--- src/rtl/uart_pkg.sv ---
// Shared UART definitions: FSM state encodings used by uart_rx and uart_tx,
// plus a parity helper for the optional parity build.
// The encodings of states 0-4 match uart_tx's existing values. States added for
// the receiver use codes the transmitter does not use.
package uart_pkg;

   typedef logic [2:0] state_t;

   localparam int BYTE_W = 8;

   // Values that already exist in uart_tx.
   localparam state_t s_IDLE          = 3'd0;
   localparam state_t s_RX_START_BIT  = 3'd1;   // mirrors s_TX_START_BIT
   localparam state_t s_RX_DATA_BITS  = 3'd2;   // mirrors s_TX_DATA_BITS
   localparam state_t s_RX_STOP_BIT   = 3'd3;   // mirrors s_TX_STOP_BIT
   localparam state_t s_CLEANUP       = 3'd4;
   // Receiver-only additions; 3'd7 is still free.
   localparam state_t s_RX_PARITY_BIT = 3'd5;
   localparam state_t s_BREAK         = 3'd6;

   // Expected parity bit for a data byte (odd = 0 gives even parity).
   function automatic logic f_parity(input logic [BYTE_W-1:0] i_Data, input logic i_Odd);
      return (^i_Data) ^ i_Odd;
   endfunction

endpackage

--- src/rtl/uart_rx_sync.sv ---
// Two-flop synchroniser for the asynchronous RX pin. It resets to 1 so that
// reset looks like an idle line and does not produce a false start bit.
module uart_rx_sync (
   input  logic i_Clock,
   input  logic i_Rst_n,
   input  logic i_Async,
   output logic o_Sync
);

   logic r_Meta;
   logic r_Sync;

   // Two-stage capture; the first stage may go metastable, the second settles it.
   always_ff @(posedge i_Clock or negedge i_Rst_n) begin
      if (!i_Rst_n) begin
         r_Meta <= 1'b1;
         r_Sync <= 1'b1;
      end else begin
         r_Meta <= i_Async;
         r_Sync <= r_Meta;
      end
   end

   assign o_Sync = r_Sync;

endmodule

--- src/rtl/uart_rx.sv ---
// 8N1 UART receiver with mid-bit sampling, start-bit glitch rejection,
// stop-bit checking and a BREAK hold-off after framing errors.
// Optional feature: define UART_RX_PARITY_EN to add a parity bit (8E1/8O1)
// and the o_Rx_Parity_Err port.
module uart_rx
   import uart_pkg::*;
#(
   parameter int CLKS_PER_BIT = 54,
   parameter bit PARITY_ODD   = 1'b0
) (
   input  logic              i_Clock,
   input  logic              i_Rst_n,
   input  logic              i_Rx_Serial,
   output logic              o_Rx_DV,
   output logic [BYTE_W-1:0] o_Rx_Byte,
   output logic              o_Rx_Frame_Err,
   output logic              o_Rx_Active
`ifdef UART_RX_PARITY_EN
   ,
   output logic              o_Rx_Parity_Err
`endif
);

   localparam int CNT_W = $clog2(CLKS_PER_BIT);
   localparam logic [CNT_W-1:0] lp_Half = CNT_W'((CLKS_PER_BIT - 1) / 2);
   localparam logic [CNT_W-1:0] lp_Last = CNT_W'(CLKS_PER_BIT - 1);

   logic              r_Rx;
   state_t            r_State,     w_State_Nxt;
   logic [CNT_W-1:0]  r_Clk_Cnt,   w_Clk_Cnt_Nxt;
   logic [2:0]        r_Bit_Idx,   w_Bit_Idx_Nxt;
   logic [BYTE_W-1:0] r_Shift,     w_Shift_Nxt;
   logic [BYTE_W-1:0] r_Byte,      w_Byte_Nxt;
   logic              r_DV,        w_DV_Nxt;
   logic              r_Frame_Err, w_Frame_Err_Nxt;
   logic              r_Active,    w_Active_Nxt;
`ifdef UART_RX_PARITY_EN
   logic              r_Par_Err,   w_Par_Err_Nxt;
   logic              r_Par_Bad,   w_Par_Bad_Nxt;
`endif

   uart_rx_sync u_sync (
      .i_Clock (i_Clock),
      .i_Rst_n (i_Rst_n),
      .i_Async (i_Rx_Serial),
      .o_Sync  (r_Rx)
   );

   // Next-state, counter, datapath and strobe decode; strobes default low so
   // each one lasts exactly the cycle after the deciding sample.
   always_comb begin
      w_State_Nxt     = r_State;
      w_Clk_Cnt_Nxt   = r_Clk_Cnt;
      w_Bit_Idx_Nxt   = r_Bit_Idx;
      w_Shift_Nxt     = r_Shift;
      w_Byte_Nxt      = r_Byte;
      w_DV_Nxt        = 1'b0;
      w_Frame_Err_Nxt = 1'b0;
      w_Active_Nxt    = r_Active;
`ifdef UART_RX_PARITY_EN
      w_Par_Err_Nxt   = 1'b0;
      w_Par_Bad_Nxt   = r_Par_Bad;
`endif

      case (r_State)
         s_IDLE: begin
            w_Clk_Cnt_Nxt = '0;
            w_Bit_Idx_Nxt = '0;
            if (!r_Rx) w_State_Nxt = s_RX_START_BIT;
         end

         s_RX_START_BIT: begin
            if (r_Clk_Cnt == lp_Half) begin
               w_Clk_Cnt_Nxt = '0;
               if (!r_Rx) begin
                  w_Active_Nxt = 1'b1;
`ifdef UART_RX_PARITY_EN
                  w_Par_Bad_Nxt = 1'b0;
`endif
                  w_State_Nxt  = s_RX_DATA_BITS;
               end else begin
                  // Line went back high before mid-start: a glitch, not a frame.
                  w_State_Nxt = s_IDLE;
               end
            end else begin
               w_Clk_Cnt_Nxt = r_Clk_Cnt + CNT_W'(1);
            end
         end

         s_RX_DATA_BITS: begin
            if (r_Clk_Cnt == lp_Last) begin
               w_Clk_Cnt_Nxt          = '0;
               w_Shift_Nxt[r_Bit_Idx] = r_Rx;
               if (r_Bit_Idx == 3'd7) begin
                  w_Bit_Idx_Nxt = '0;
`ifdef UART_RX_PARITY_EN
                  w_State_Nxt   = s_RX_PARITY_BIT;
`else
                  w_State_Nxt   = s_RX_STOP_BIT;
`endif
               end else begin
                  w_Bit_Idx_Nxt = r_Bit_Idx + 3'd1;
               end
            end else begin
               w_Clk_Cnt_Nxt = r_Clk_Cnt + CNT_W'(1);
            end
         end

`ifdef UART_RX_PARITY_EN
         s_RX_PARITY_BIT: begin
            if (r_Clk_Cnt == lp_Last) begin
               w_Clk_Cnt_Nxt = '0;
               w_Par_Bad_Nxt = (r_Rx != f_parity(r_Shift, PARITY_ODD));
               w_State_Nxt   = s_RX_STOP_BIT;
            end else begin
               w_Clk_Cnt_Nxt = r_Clk_Cnt + CNT_W'(1);
            end
         end
`endif

         s_RX_STOP_BIT: begin
            if (r_Clk_Cnt == lp_Last) begin
               w_Clk_Cnt_Nxt = '0;
               if (!r_Rx) begin
                  // Framing error wins over parity; park until the line idles.
                  w_Frame_Err_Nxt = 1'b1;
                  w_Active_Nxt    = 1'b0;
                  w_State_Nxt     = s_BREAK;
`ifdef UART_RX_PARITY_EN
               end else if (r_Par_Bad) begin
                  w_Par_Err_Nxt = 1'b1;
                  w_State_Nxt   = s_CLEANUP;
`endif
               end else begin
                  w_Byte_Nxt  = r_Shift;
                  w_DV_Nxt    = 1'b1;
                  w_State_Nxt = s_CLEANUP;
               end
            end else begin
               w_Clk_Cnt_Nxt = r_Clk_Cnt + CNT_W'(1);
            end
         end

         s_BREAK: begin
            w_Active_Nxt = 1'b0;
            if (r_Rx) w_State_Nxt = s_IDLE;
         end

         s_CLEANUP: begin
            w_Active_Nxt = 1'b0;
            w_State_Nxt  = s_IDLE;
         end

         default: begin
            w_Active_Nxt = 1'b0;
            w_State_Nxt  = s_IDLE;
         end
      endcase
   end

   // State and datapath registers; reset discards any partial frame.
   always_ff @(posedge i_Clock or negedge i_Rst_n) begin
      if (!i_Rst_n) begin
         r_State     <= s_IDLE;
         r_Clk_Cnt   <= '0;
         r_Bit_Idx   <= '0;
         r_Shift     <= '0;
         r_Byte      <= '0;
         r_DV        <= 1'b0;
         r_Frame_Err <= 1'b0;
         r_Active    <= 1'b0;
`ifdef UART_RX_PARITY_EN
         r_Par_Err   <= 1'b0;
         r_Par_Bad   <= 1'b0;
`endif
      end else begin
         r_State     <= w_State_Nxt;
         r_Clk_Cnt   <= w_Clk_Cnt_Nxt;
         r_Bit_Idx   <= w_Bit_Idx_Nxt;
         r_Shift     <= w_Shift_Nxt;
         r_Byte      <= w_Byte_Nxt;
         r_DV        <= w_DV_Nxt;
         r_Frame_Err <= w_Frame_Err_Nxt;
         r_Active    <= w_Active_Nxt;
`ifdef UART_RX_PARITY_EN
         r_Par_Err   <= w_Par_Err_Nxt;
         r_Par_Bad   <= w_Par_Bad_Nxt;
`endif
      end
   end

   assign o_Rx_DV        = r_DV;
   assign o_Rx_Byte      = r_Byte;
   assign o_Rx_Frame_Err = r_Frame_Err;
   assign o_Rx_Active    = r_Active;
`ifdef UART_RX_PARITY_EN
   assign o_Rx_Parity_Err = r_Par_Err;
`endif

endmodule

--- config.mk ---
export PLATFORM = sky130hd
export DESIGN_NAME = uart_rx
export DESIGN_NICKNAME = d
export VERILOG_FILES = /design/src/rtl/uart_pkg.sv /design/src/rtl/uart_rx_sync.sv /design/src/rtl/uart_rx.sv
export SDC_FILE = /design/constraint.sdc
export NUM_CORES = 1
export LEC_CHECK = 0
export ABC_AREA = 1
export CAP_MARGIN = 20
export CELL_PAD_IN_SITES_DETAIL_PLACEMENT = 1
export CELL_PAD_IN_SITES_GLOBAL_PLACEMENT = 1
export CORE_ASPECT_RATIO = 1.25
export CORE_UTILIZATION = 46
export DETAILED_ROUTE_END_ITERATION = 8
export PLACE_DENSITY_LB_ADDON = 0.1
export SETUP_SLACK_MARGIN = 0.05
export SYNTH_ARGS = -nofsm -noshare
export SYNTH_HDL_FRONTEND = slang
export SYNTH_SLANG_ARGS = --single-unit
--- constraint.sdc ---
create_clock -name i_Clock -period 4.1 [get_ports i_Clock]
set_input_delay 1.23 -clock i_Clock [delete_from_list [all_inputs] [get_ports i_Clock]]
set_output_delay 1.23 -clock i_Clock [all_outputs]
set_load 0.01 [all_outputs]
==> out/qor.csv <==
stage,metric,value,unit
global_routing,grt_pass1_vias,1322,
hold_path,hold_class,reg2reg,
die,core,3310,µm²
pwr,internal_power,0.578,mW
drt,wire_per_inst,13.0,µm
drt,antenna_left,0,
setup_path,critPathMaxFanout,2,
drt,dr.pass1.iters,4,
setup_path,crit_family,buffers and inverters,
synth,yosysMostFrequentCell,nand2_1,
layout,fillers,405,
pwr,pwr-share-comb,31.0,%
timing,fmax,415,MHz
setup_path,slowest_stage,clkdlybuf4s50_1,
cts,clk_latency,0.29,ns
setup_path,worstSetupEndpointType,output port,
pwr,sw_frac_of_total,38.4,%
drt,drt_iter0_drc,45,
setup_path,worst-path-stages,1,
pwr,vdd_drop_max,0.280,mV
die,die-area,3800,µm²
drt,drc,0,
die,rows,23,
synth,postSynthNetCount,200,
synth,async_flop_share,100,%
setup_path,path_buf_inv,1,
timing,period_needed,2.41,ns
global_routing,antenna_found_initial,0,
synth,synth_cells,192,
pwr,clkPwrFrac,24.9,%
die,die_x,55.4,µm
die,die_h,68.7,µm
global_routing,overflow,0,
pwr,p_leak,0.962,nW
layout,seq_area,828,µm²
synth,synthMuxAreaShare,0,%
cts,cts_num_sinks,33,
layout,multi_input_area,714,µm²
setup_path,critPathLaunchType,register,
timing,tightest_slew,0.416,ns
synth,synth_top_family_by_area,simple AND/OR/NAND/NOR gates,
synth,synth_cell_types,26,
timing,setup_tns,0,ns
die,pin_count,14,
layout,drive_gt1_share,14.2,%
layout,final_util,56.8,%
cts,cts_max_path_buffers,2,
synth,synth_area_leaders,"dfrtp_1, nand2_1, nand3_1",
drt,drt-total-wl,3230,µm
global_routing,grt_pass1_wl,5980,µm
pwr,power_frac_seq,44.1,%
cts,clk_pin_slew,0.06,ns
setup_path,crit_chain,clkdlybuf4s50_1,
setup_path,reg2reg_depth,8,
layout,antenna_cells,0,
timing,maxSlewHeadroom,72.3,%
global_routing,grt_start_max_net_pins,34,
synth,synth-adder-area-share,3.82,%
synth,netlist_area,1640,µm²
synth,ys_seq_area_share,50.6,%
setup_path,path_class,reg2out,
status,status,finished clean,
timing,skew,0.00916,ns
hold_path,hold_depth,0,
synth,yosys.area.top_type,dfrtp_1,
layout,syn_to_final_growth,14.8,%
timing,setup_violations,0,
synth,yosys_warnings,0,
timing,rsz0062_at_grt,no,
cts,cts_htree_levels,2,
cts,cts_root_buffer,clkbuf_8,
cts,cts_hold_buf,0,
cts,numCtsBuffers,5,
cts,cts_tree,yes,
timing,hold_viol_final,0,
synth,syn_avg_cell_area,8.52,µm²
setup_path,cpPeakStageDelay,0.55,ns
synth,dominantRegCellSynth,dfrtp_1,
pwr,power_switching,0.360,mW
global_routing,grt_usage,20.7,%
drt,vias,1290,
synth,synth_compound_area_share,6.88,%
placed_design,hpwl,2410,µm
synth,yosys-top-cells-count,"nand2_1, dfrtp_1, nand3_1",
setup_path,required,2.87,ns
cts,postCtsResizedCells,0,
layout,nets,218,
drt,viasPerCell,5.20,
setup_path,reg2reg_slack,2.57,ns
synth,synth_top_area_share,47.4,%
timing,period_share,58.8,%
synth,synth_edf_count,0,
timing,maxSlewViolCount,0,
setup_path,arrival,1.18,ns
pwr,p_per_area,499,nW/µm²
synth,synth-simple-area-share,31.3,%
placed_design,finalWeightedCongestion,0.871,
run,drv_cap,0,
cts,post-cts-setup-buffers,0,
synth,synth-xor-area-share,1.61,%
die,start_util,49.5,%
placed_design,port_buffers,13,
synth,synth_seq_cells,33,
-- registers in the layout, indices dropped and copies added (netlist names), 3 cells and up --
register,count
o_Rx_Byte,8
r_Shift,8
r_Clk_Cnt,6
r_Bit_Idx,3
r_State,3
-- logic make-up after synthesis --
kind of cell / Yosys count
AND/OR/NAND/NOR: 109
flip-flops: 33
AO/OA/AOI/OAI: 21
buffers and inverters: 21
adder cells (fa/ha/maj): 5
XOR/XNOR: 3
-- layout make-up --
class,count,area share (%)
sequential,33,44.1
multi-input combinational,138,38.0
timing repair buffer,14,7.32
clock buffer,6,3.86
inverter,18,3.73
tap,37,2.46
clock inverter,2,0.533
-- cell usage in the layout, fill, tap and decap left out, drive strengths merged --
cell type,n
nand4,1
nor4,1
a21o,1
dfstp,2
nor2,24
dfrtp,31
nand3,22
o21ai,18
clkdlybuf4s50,13
o21a,2
clkbuf,6
buf,1
nor3,1
inv,18
ha,5
nand2,60
xor2,3
clkinv,2
-- layer usage --
metal  GRT usage (%)  vias to the layer above  wire length (µm)
li1                -                      648                 -
met1            23.6                      621              1360
met2            37.2                       16              1730
met3            5.22                        5                81
met4            9.38                        0                52
met5               0                        -                 0
-- power groups by stage --
stage          combinational, mW  sequential, mW  clock, mW
2_1_floorplan              0.230           0.408          0
3_3_place_gp               0.283           0.418          0
3_5_place_dp               0.295           0.419          0
4_1_cts                    0.298           0.414      0.242
5_1_grt                    0.337           0.420      0.257
6_report                   0.291           0.414      0.233
-- stage by stage --
step                area [µm²]  total power, mW  hold slack [ns]  setup slack, ns  instances
floorplan                 1640            0.638            0.345             2.49        192
global placement          1800            0.701            0.346             2.01        240
detailed placement        1800            0.714            0.347             1.99        240
CTS                       1880            0.954            0.356             1.68        248
global route              1880             1.01            0.364             1.65        248
finish                    1880            0.938            0.356             1.69        248
-- final timing paths --
kind,from,to
max,o_Rx_Byte[5],o_Rx_Byte[5]
max reg2reg,r_Clk_Cnt[1],r_Bit_Idx[1]
min reg2reg,u_sync.r_Meta,u_sync.o_Sync
min in group asynchronous,i_Rst_n,r_Shift[4]
min,u_sync.r_Meta,u_sync.o_Sync
max in group asynchronous,i_Rst_n,u_sync.o_Sync
Power figures use the tool's default switching activity.
